**config.mk**
```make
export PLATFORM = sky130hd
export DESIGN_NAME = signal_history_trace
export DESIGN_NICKNAME = d
export VERILOG_FILES = /design/src/rtl/signal_history_trace.sv
export SDC_FILE = /design/constraint.sdc
export NUM_CORES = 1
export LEC_CHECK = 0
export CORE_MARGIN = 4
export CORE_UTILIZATION = 69
export CTS_BUF_LIST = sky130_fd_sc_hd__clkbuf_2 sky130_fd_sc_hd__clkbuf_4 sky130_fd_sc_hd__clkbuf_8
export DETAILED_ROUTE_END_ITERATION = 10
export HOLD_SLACK_MARGIN = 0.12
export PLACE_DENSITY = 0.9
export SYNTH_ARGS = -nofsm -noshare
export SYNTH_HDL_FRONTEND = slang
export SYNTH_SLANG_ARGS = --single-unit
```
**constraint.sdc**
```tcl
create_clock -name clk -period 9.9 [get_ports clk]
set_clock_uncertainty 0.2 [all_clocks]
set_input_delay 1.485 -clock clk [delete_from_list [all_inputs] [get_ports clk]]
set_output_delay 1.485 -clock clk [all_outputs]
set_load 0.02 [all_outputs]
```
**src/rtl/signal_history_trace.sv**
```systemverilog
// Multi-channel triggerable circular history buffer with a registered indexed readback port.
// Optional HISTORY_FLAT_OUT_EN adds a combinational flat view of channel 0 (hist_ch0).
module signal_history_trace #(
  parameter int WIDTH     = 32,
  parameter int DEPTH     = 16,
  parameter int CHANNELS  = 2,
  parameter int POST_TRIG = 4,
  localparam int AW = $clog2(DEPTH),
  localparam int CW = (CHANNELS > 1) ? $clog2(CHANNELS) : 1
) (
  input  logic                       clk,
  input  logic                       rst,
  input  logic                       en,
  input  logic                       flush,
  input  logic                       arm,
  input  logic                       trig,
  input  logic [CHANNELS*WIDTH-1:0]  sample,
  input  logic [CW-1:0]              rd_ch,
  input  logic [AW-1:0]              rd_idx,
  output logic [WIDTH-1:0]           rd_data,
  output logic [AW:0]                valid_cnt,
  output logic [1:0]                 state,
`ifdef HISTORY_FLAT_OUT_EN
  output logic [0:DEPTH-1][WIDTH-1:0] hist_ch0,
`endif
  output logic                       frozen
);

  typedef enum logic [1:0] {RUN = 2'b00, ARMED = 2'b01, POST = 2'b10, FROZEN = 2'b11} state_e;

  state_e             state_q;
  logic [AW-1:0]      post_cnt_q;
  logic               frozen_q;
  logic [AW-1:0]      wr_ptr_q, wr_ptr_d;
  logic [AW:0]        valid_cnt_q, valid_cnt_d;
  logic [WIDTH-1:0]   rd_data_q, rd_data_d;
  logic [WIDTH-1:0]   mem_q [CHANNELS][DEPTH];
  logic               capture;
  logic [AW-1:0]      rd_addr;
  logic               rd_hit;

  // flush suppresses the capture of its own cycle's sample
  assign capture = en && (state_q != FROZEN) && !flush;

  always_ff @(posedge clk or posedge rst) begin
    if (rst) begin
      state_q    <= RUN;
      post_cnt_q <= '0;
      frozen_q   <= 1'b0;
    end else if (flush) begin
      state_q    <= RUN;
      post_cnt_q <= '0;
      frozen_q   <= 1'b0;
    end else if (arm) begin
      state_q    <= ARMED;
      post_cnt_q <= '0;
      frozen_q   <= 1'b0;
    end else begin
      case (state_q)
        ARMED: begin
          if (trig && en) begin
            if (POST_TRIG == 0) begin
              state_q  <= FROZEN;
              frozen_q <= 1'b1;
            end else begin
              state_q    <= POST;
              post_cnt_q <= AW'(POST_TRIG);
            end
          end
        end
        POST: begin
          if (en) begin
            post_cnt_q <= post_cnt_q - AW'(1);
            if (post_cnt_q == AW'(1)) begin
              state_q  <= FROZEN;
              frozen_q <= 1'b1;
            end
          end
        end
        default: ;
      endcase
    end
  end

  always_comb begin
    wr_ptr_d    = wr_ptr_q;
    valid_cnt_d = valid_cnt_q;
    if (flush) begin
      wr_ptr_d    = '0;
      valid_cnt_d = '0;
    end else if (capture) begin
      wr_ptr_d = wr_ptr_q + AW'(1);
      if (valid_cnt_q != (AW+1)'(DEPTH)) valid_cnt_d = valid_cnt_q + (AW+1)'(1);
    end
  end

  // Readback uses the pre-write pointer/count so a same-cycle write is not visible
  assign rd_addr = wr_ptr_q - AW'(1) - rd_idx;
  assign rd_hit  = ({1'b0, rd_idx} < valid_cnt_q) && (int'(rd_ch) < CHANNELS);

  always_comb begin
    rd_data_d = '0;
    if (rd_hit) rd_data_d = mem_q[rd_ch][rd_addr];
  end

  always_ff @(posedge clk or posedge rst) begin
    if (rst) begin
      wr_ptr_q    <= '0;
      valid_cnt_q <= '0;
      rd_data_q   <= '0;
    end else begin
      wr_ptr_q    <= wr_ptr_d;
      valid_cnt_q <= valid_cnt_d;
      rd_data_q   <= rd_data_d;
    end
  end

  always_ff @(posedge clk) begin
    if (capture) begin
      for (int k = 0; k < CHANNELS; k++) begin
        mem_q[k][wr_ptr_q] <= sample[k*WIDTH +: WIDTH];
      end
    end
  end

`ifdef HISTORY_FLAT_OUT_EN
  always_comb begin
    logic [AW-1:0] age_addr;
    age_addr = '0;
    for (int i = 0; i < DEPTH; i++) begin
      age_addr    = wr_ptr_q - AW'(1) - AW'(i);
      hist_ch0[i] = ((AW+1)'(i) < valid_cnt_q) ? mem_q[0][age_addr] : '0;
    end
  end
`endif

  assign rd_data   = rd_data_q;
  assign valid_cnt = valid_cnt_q;
  assign state     = state_q;
  assign frozen    = frozen_q;

endmodule

```
### Word-level counts from Yosys, hierarchy flattened

Memories as Yosys holds them, arrays and structs flattened.
Cells that the tools add are included.

| cells by class | value |
|---|---|
| $add $sub $neg | 5 |
| $lt $le $gt $ge | 4 |
| eq/ne operators | 8 |
| mux-type cells | 29 |
| bitwise logic cells | 2 |
| reduce and logical (&&, ||, !) cells | 15 |

Operators by type and width:

| kind | count |
|---|---|
| $mux W512 | 1 |
| $bmux W32 S4 | 1 |
| $demux W32 S4 | 1 |
| $mux W32 | 4 |
| $mux W4 | 6 |
| $mux W5 | 3 |
| $ne A4 B4 Y1 const B | 3 |
| $ge A5 B5 Y1 const B | 2 |
| $mux W2 | 5 |
| $not A4 Y5 | 2 |
| $reduce_bool A3 Y1 | 3 |
| $pmux W4 S2 | 1 |
| $sub A4 B1 Y4 const B | 2 |
| $mux W1 | 6 |
| $reduce_and A3 Y1 | 2 |
| $add A5 B1 Y5 const B | 1 |
| $lt A4 B5 Y1 | 1 |
| $lt A5 B1 Y1 const B | 1 |
| $ne A5 B5 Y1 const B | 1 |
| $add A4 B1 Y4 const B | 1 |
| $eq A4 B1 Y1 const B | 1 |
| $logic_and A1 B1 Y1 | 4 |
| $pmux W2 S2 | 1 |
| $reduce_and A4 Y1 | 1 |
| 8 further kinds | 9 |

| word-level totals | value |
|---|---|
| flip-flop bits (word level) | 48 |
| bits in writable memories | 1024 |
| input bits | 75 |
| memories | 1 |

Memories:

| memory | words | width | read ports | clocked after Yosys merged registers in | wr ports | line | source |
|---|---|---|---|---|---|---|---|
| mem_q | 2 | 512 | 1 | 0 | 2 | 37 | `logic [WIDTH-1:0] mem_q [CHANNELS][DEPTH];` |

### Longest topological paths before layout

| depth | value |
|---|---|
| depth in word-level cells | 7 |
| depth in mapped cells | 11 |
| gate-level depth less buffers | 9 |

### Worst setup path after synthesis

Ideal clock, no wire load.

| path | value |
|---|---|
| kind | in2reg |
| start | input en |
| end | memory mem_q[0][384] (netlist name) (enable) |
| arrival time | 6216 ps |
| data required time | 9135 ps |
| setup slack | 2919 ps |
| stages | 4 |
| buffers on the path | 0 |
| cell sequence | nand2b_1 -> nor2_1 -> nand2_1 -> nor3_1 |

RTL lines:

| element | line | source |
|---|---|---|
| from (decl) | 13 | `input logic en,` |
| to (decl) | 37 |  |

### Worst setup path in the final report

| path | value |
|---|---|
| start | input rd_idx[0] |
| end | register rd_data_q[6] (netlist: rd_data[6]) |

| on the way | value |
|---|---|
| longest elaborated chain between the ends | 6 |

RTL lines:

| element | line | source |
|---|---|---|
| from (decl) | 19 | `input logic [AW-1:0] rd_idx,` |
| $sub A4 B4 Y4 | 98 | `assign rd_addr = wr_ptr_q - AW'(1) - rd_idx;` |
| $not A4 Y5 (not written as such) | 103 | `if (rd_hit) rd_data_d = mem_q[rd_ch][rd_addr];` |
| $bmux W32 S4 | 103 |  |
| $mux W32 (not written as such) (2 in series) | 103 |  |
| $mux W32 (*) | 103 |  |
| net rd_data_d[6] | 36 | `logic [WIDTH-1:0] rd_data_q, rd_data_d;` |
| to (signal assigned) | 114 | `rd_data_q <= rd_data_d;` |
| to (decl) | 36 |  |

Mark *: on every way through the listed nets, which the timed path passes. The rest lies on a longest branch. The select of a mux whose other input is x is not followed.
A chain may end at the register's enable or synchronous reset.

==> metrics.sh <==
RUN_STATUS='completed'
CTSHOLDBUFFERS=0
PLACE.GP.CONGESTION=0.7221
CORE-AREA_UM2=59020
FLOORPLAN.INITIALDENSITY=0.6983
TIMING.FINAL.CRIT_SHARE=0.4929
LAYOUT.CORE_UTILIZATION=0.7893
CLOCK-ROOT-BUFFER='sky130_fd_sc_hd__clkbuf_8'
LEAKAGE_nW=15.10
TIMING.FINAL.CRIT_PERIOD_NS=4.880
SHARE_OF_FINAL_LAYOUT_STANDARD_CELLS_STRONGER_THAN_DRIVE_STRENGTH_1=0.2706
POWER_DENSITY_nW_PER_UM2=207.0
FINAL_NET_COUNT=2148
SLEW_VIOL_FINAL=0
AVGROUTEDWIREPERCELL_UM=32.22
SYNTH_LARGEST_AREA_CELL='sky130_fd_sc_hd__edfxtp_1'
SEQUENTIAL_FRACTION_OF_THE_SYNTHESIS_AREA=0.7753
ROUTE.DETAILED.VIAS_PER_INST=6.893
PLACE.PORT_BUFFERS=114
SYNTHESIS.INSTANCES=1846
CLK_TRANSITION_REPORTED_PATHS_NS=0.06
DRCVIOLATIONCOUNT=0
GRT_START_MAX_NET_PINS=140
YOSYSWARNINGS=0
NUMCLOCKSINKS=1072
WORSTHOLDPATHTYPE='flip-flop to flip-flop'
TOTAL_GRT_OVERFLOW=0
SYN-CELL-AREA_UM2=41210
CLK_PATH_BUF_DEPTH=3
DRT_ITER0_DRC=2877
CLOCK_INSERTION_DELAY_WORST_SKEW_NS=0.83
DETAILEDPLACEMENTHPWL_MM=46.91
CRIT_ARRIVAL_NS=5.38
WORST_SLEW_MARGIN_REL=0.1742
IR_DROP_mV=0.1556
GRT_PASS1_VIAS=22210
CTSRESIZECOUNT=0
FINALSETUPVIOLATIONS=0
SYNTH.AVG_CELL_AREA_UM2=22.33
SYNTH_ENABLE_FLOP_CELLS=1024
SETUP.WORST_PATH.END_CLASS='flip-flop'
GRT_PASS1_WL_MM=143.2
CORE.ROWCOUNT=89
DIE_W_UM=252.4
BOUNDARYPINS=115
MOSTFREQUENTLAYOUTCELLS='sky130_fd_sc_hd__edfxtp_1 (1024), sky130_fd_sc_hd__mux4_2 (256), sky130_fd_sc_hd__clkbuf_8 (183), sky130_fd_sc_hd__clkdlybuf4s50_1 (113), sky130_fd_sc_hd__clkbuf_4 (70)'
POSTSYNTHNETCOUNT=1939
TOTAL_COUNT_OF_HOLD_CHECK_FAILURES_IN_THE_FINAL_REPORT=0
POST_ROUTE_SETUP_TNS_NS=0
POST_SYNTH_NUM_CELL_TYPES=40
CTS_TREE='built'
TOTALWIRELENGTH_MM=95.94
ACHIEVABLE-FREQUENCY_MHz=204.9
TIMING.CRITICAL_PATH.FANOUT_MAX=127
OVERALL_GLOBAL_ROUTING_USAGE=0.3113
BUFFER_COUNT_FROM_POST_CTS_SETUP_FIXING=0
SYNTHARSTFLOPSHARE=0.04478
SYNTHDOMINANTCELLAREASHARE=0.7461
MAXCAPVIOLCOUNT=0
YS_TOP_CELLS_BY_AREA='sky130_fd_sc_hd__edfxtp_1 (75%), sky130_fd_sc_hd__mux4_2 (14%), sky130_fd_sc_hd__dfrtp_1 (2.9%), sky130_fd_sc_hd__mux2i_1 (1.6%), sky130_fd_sc_hd__a211oi_1 (1.1%)'
HTREE_LEVELS=4
DIE_HEIGHT_UM=252.4
CP-START-KIND='input port'
CTS_BUFFERS=161
CRITICALPATHCATEGORY='input port to flip-flop'
TIGHTESTPINTRANSITION_NS=1.239
SYNTH.FF_LATCH_COUNT=1072
MOST_FREQUENT_STANDARD_CELL_IN_THE_LAYOUT_EXCLUDING_FILL_AND_TAP_CELLS='sky130_fd_sc_hd__edfxtp_1'
VIAS=20530
AREA_GROWTH_PCT=13.03
SYNTH_FF_TYPE='sky130_fd_sc_hd__edfxtp_1'
RSZ0062_AT_GRT='no'
FINAL_ANTENNA_NET_COUNT=0
DRT_FIRST_PASS_ITERS=6
GRT_ANTENNA_BEFORE_REPAIR=10
DIE_AREA_UM2=63700
WORST-ENDPOINT-REQUIRED_NS=10.40
Yosys cell counts, drive strengths merged, types with 5 or more instances:
cell,count
mux2i,65
a22o,32
dfrtp,48
a211oi,63
nand2b,7
mux4,256
nor2,25
buf,61
ha,17
edfxtp,1024
clkbuf,40
xnor2,5
xor2,5
nor3,7
nand2,13
nor2b,65
inv,19
a21oi,69
per-layer routing:
metal  routed length, µm  global-route usage  up-vias
met1               31040              0.4018    10480
li1                    -                   -     8217
met5                   0                   0        -
met3               10820             0.08129      278
met4                4152              0.1452        0
met2               49930              0.5088     1556
final cells by class:
class                      instances  area (µm²)
timing repair buffer             147        1431
inverter                          19       71.32
sequential                      1072       31950
clock buffer                     253        3044
fill                            2570       12430
antenna                           10       25.02
clock inverter                    50       286.5
tap                              773       967.2
multi-input combinational        654        8808
cell families (layout without fill, tap and decap cells):
logic type	Yosys count	after routing	share of synthesized area
AOI/OAI and AO/OA	181	181	0.02975
xor gates and xnor gates	10	10	0.002125
adders and majority gates	18	18	0.005647
buffers and inverters	120	469	0.01518
DFF	1072	1072	0.7753
muxes	321	321	0.1557
other	0	10	0
and+or+nand+nor	124	124	0.01636
path summary, 6_finish.rpt:
check	start	to	slack, ns	cells past startpoint
setup / recovery	rd_idx[0]	rd_data[6]$_DFF_PP0_	5.02	12
hold / removal	post_cnt_q[1]$_DFFE_PP0P_	post_cnt_q[1]$_DFFE_PP0P_	0.40	2
setup reg to reg	wr_ptr_q[0]$_DFFE_PP0P_	rd_data[6]$_DFF_PP0_	5.68	10
hold reg to reg	post_cnt_q[1]$_DFFE_PP0P_	post_cnt_q[1]$_DFFE_PP0P_	0.40	2
max in group asynchronous	rst	rd_data[20]$_DFF_PP0_	7.73	3
min in group asynchronous	rst	rd_data[0]$_DFF_PP0_	1.12	3
report_power, final:
part           total [mW]  internal (mW)  switching (mW)
Sequential           5.06           5.03          0.0329
Combinational       0.895          0.372           0.523
Clock                3.69           1.99            1.70
worst max-delay path, stage by stage:
cell and delay (ns):
sky130_fd_sc_hd__clkdlybuf4s50_1 0.42, sky130_fd_sc_hd__inv_1 0.10, sky130_fd_sc_hd__ha_4 0.14, sky130_fd_sc_hd__inv_1 0.05, sky130_fd_sc_hd__fa_4 0.47, sky130_fd_sc_hd__xor2_4 0.18
sky130_fd_sc_hd__buf_4 0.74, sky130_fd_sc_hd__buf_12 0.64, sky130_fd_sc_hd__nor2b_1 0.12, sky130_fd_sc_hd__a211oi_1 0.30, sky130_fd_sc_hd__a21oi_1 0.12, sky130_fd_sc_hd__a22o_1 0.29
through the flow:
| step | hold slack [ns] | cells | total power [mW] | worst slack [ns] | instance area (µm²) |
|---|---|---|---|---|---|
| after floorplan | 0.3376 | 1846 | 5.704 | 2.919 | 41210 |
| after global placement | 0.3327 | 2665 | 5.974 | 4.557 | 43230 |
| after detailed placement | 0.3839 | 2665 | 6.026 | 4.355 | 43230 |
| after CTS | 0.3953 | 2968 | 9.678 | 5.180 | 46560 |
| after global routing | 0.4163 | 2974 | 9.957 | 4.953 | 46570 |
| final | 0.3955 | 2978 | 9.644 | 5.020 | 46580 |
flip-flops by register name, summed over array words and instances (netlist names):
signal and flops:
frozen 1, mem_q 1024, post_cnt_q 4, rd_data 32
state 2, valid_cnt 5, wr_ptr_q 4
No activity file was read; power rests on OpenSTA's default activity.
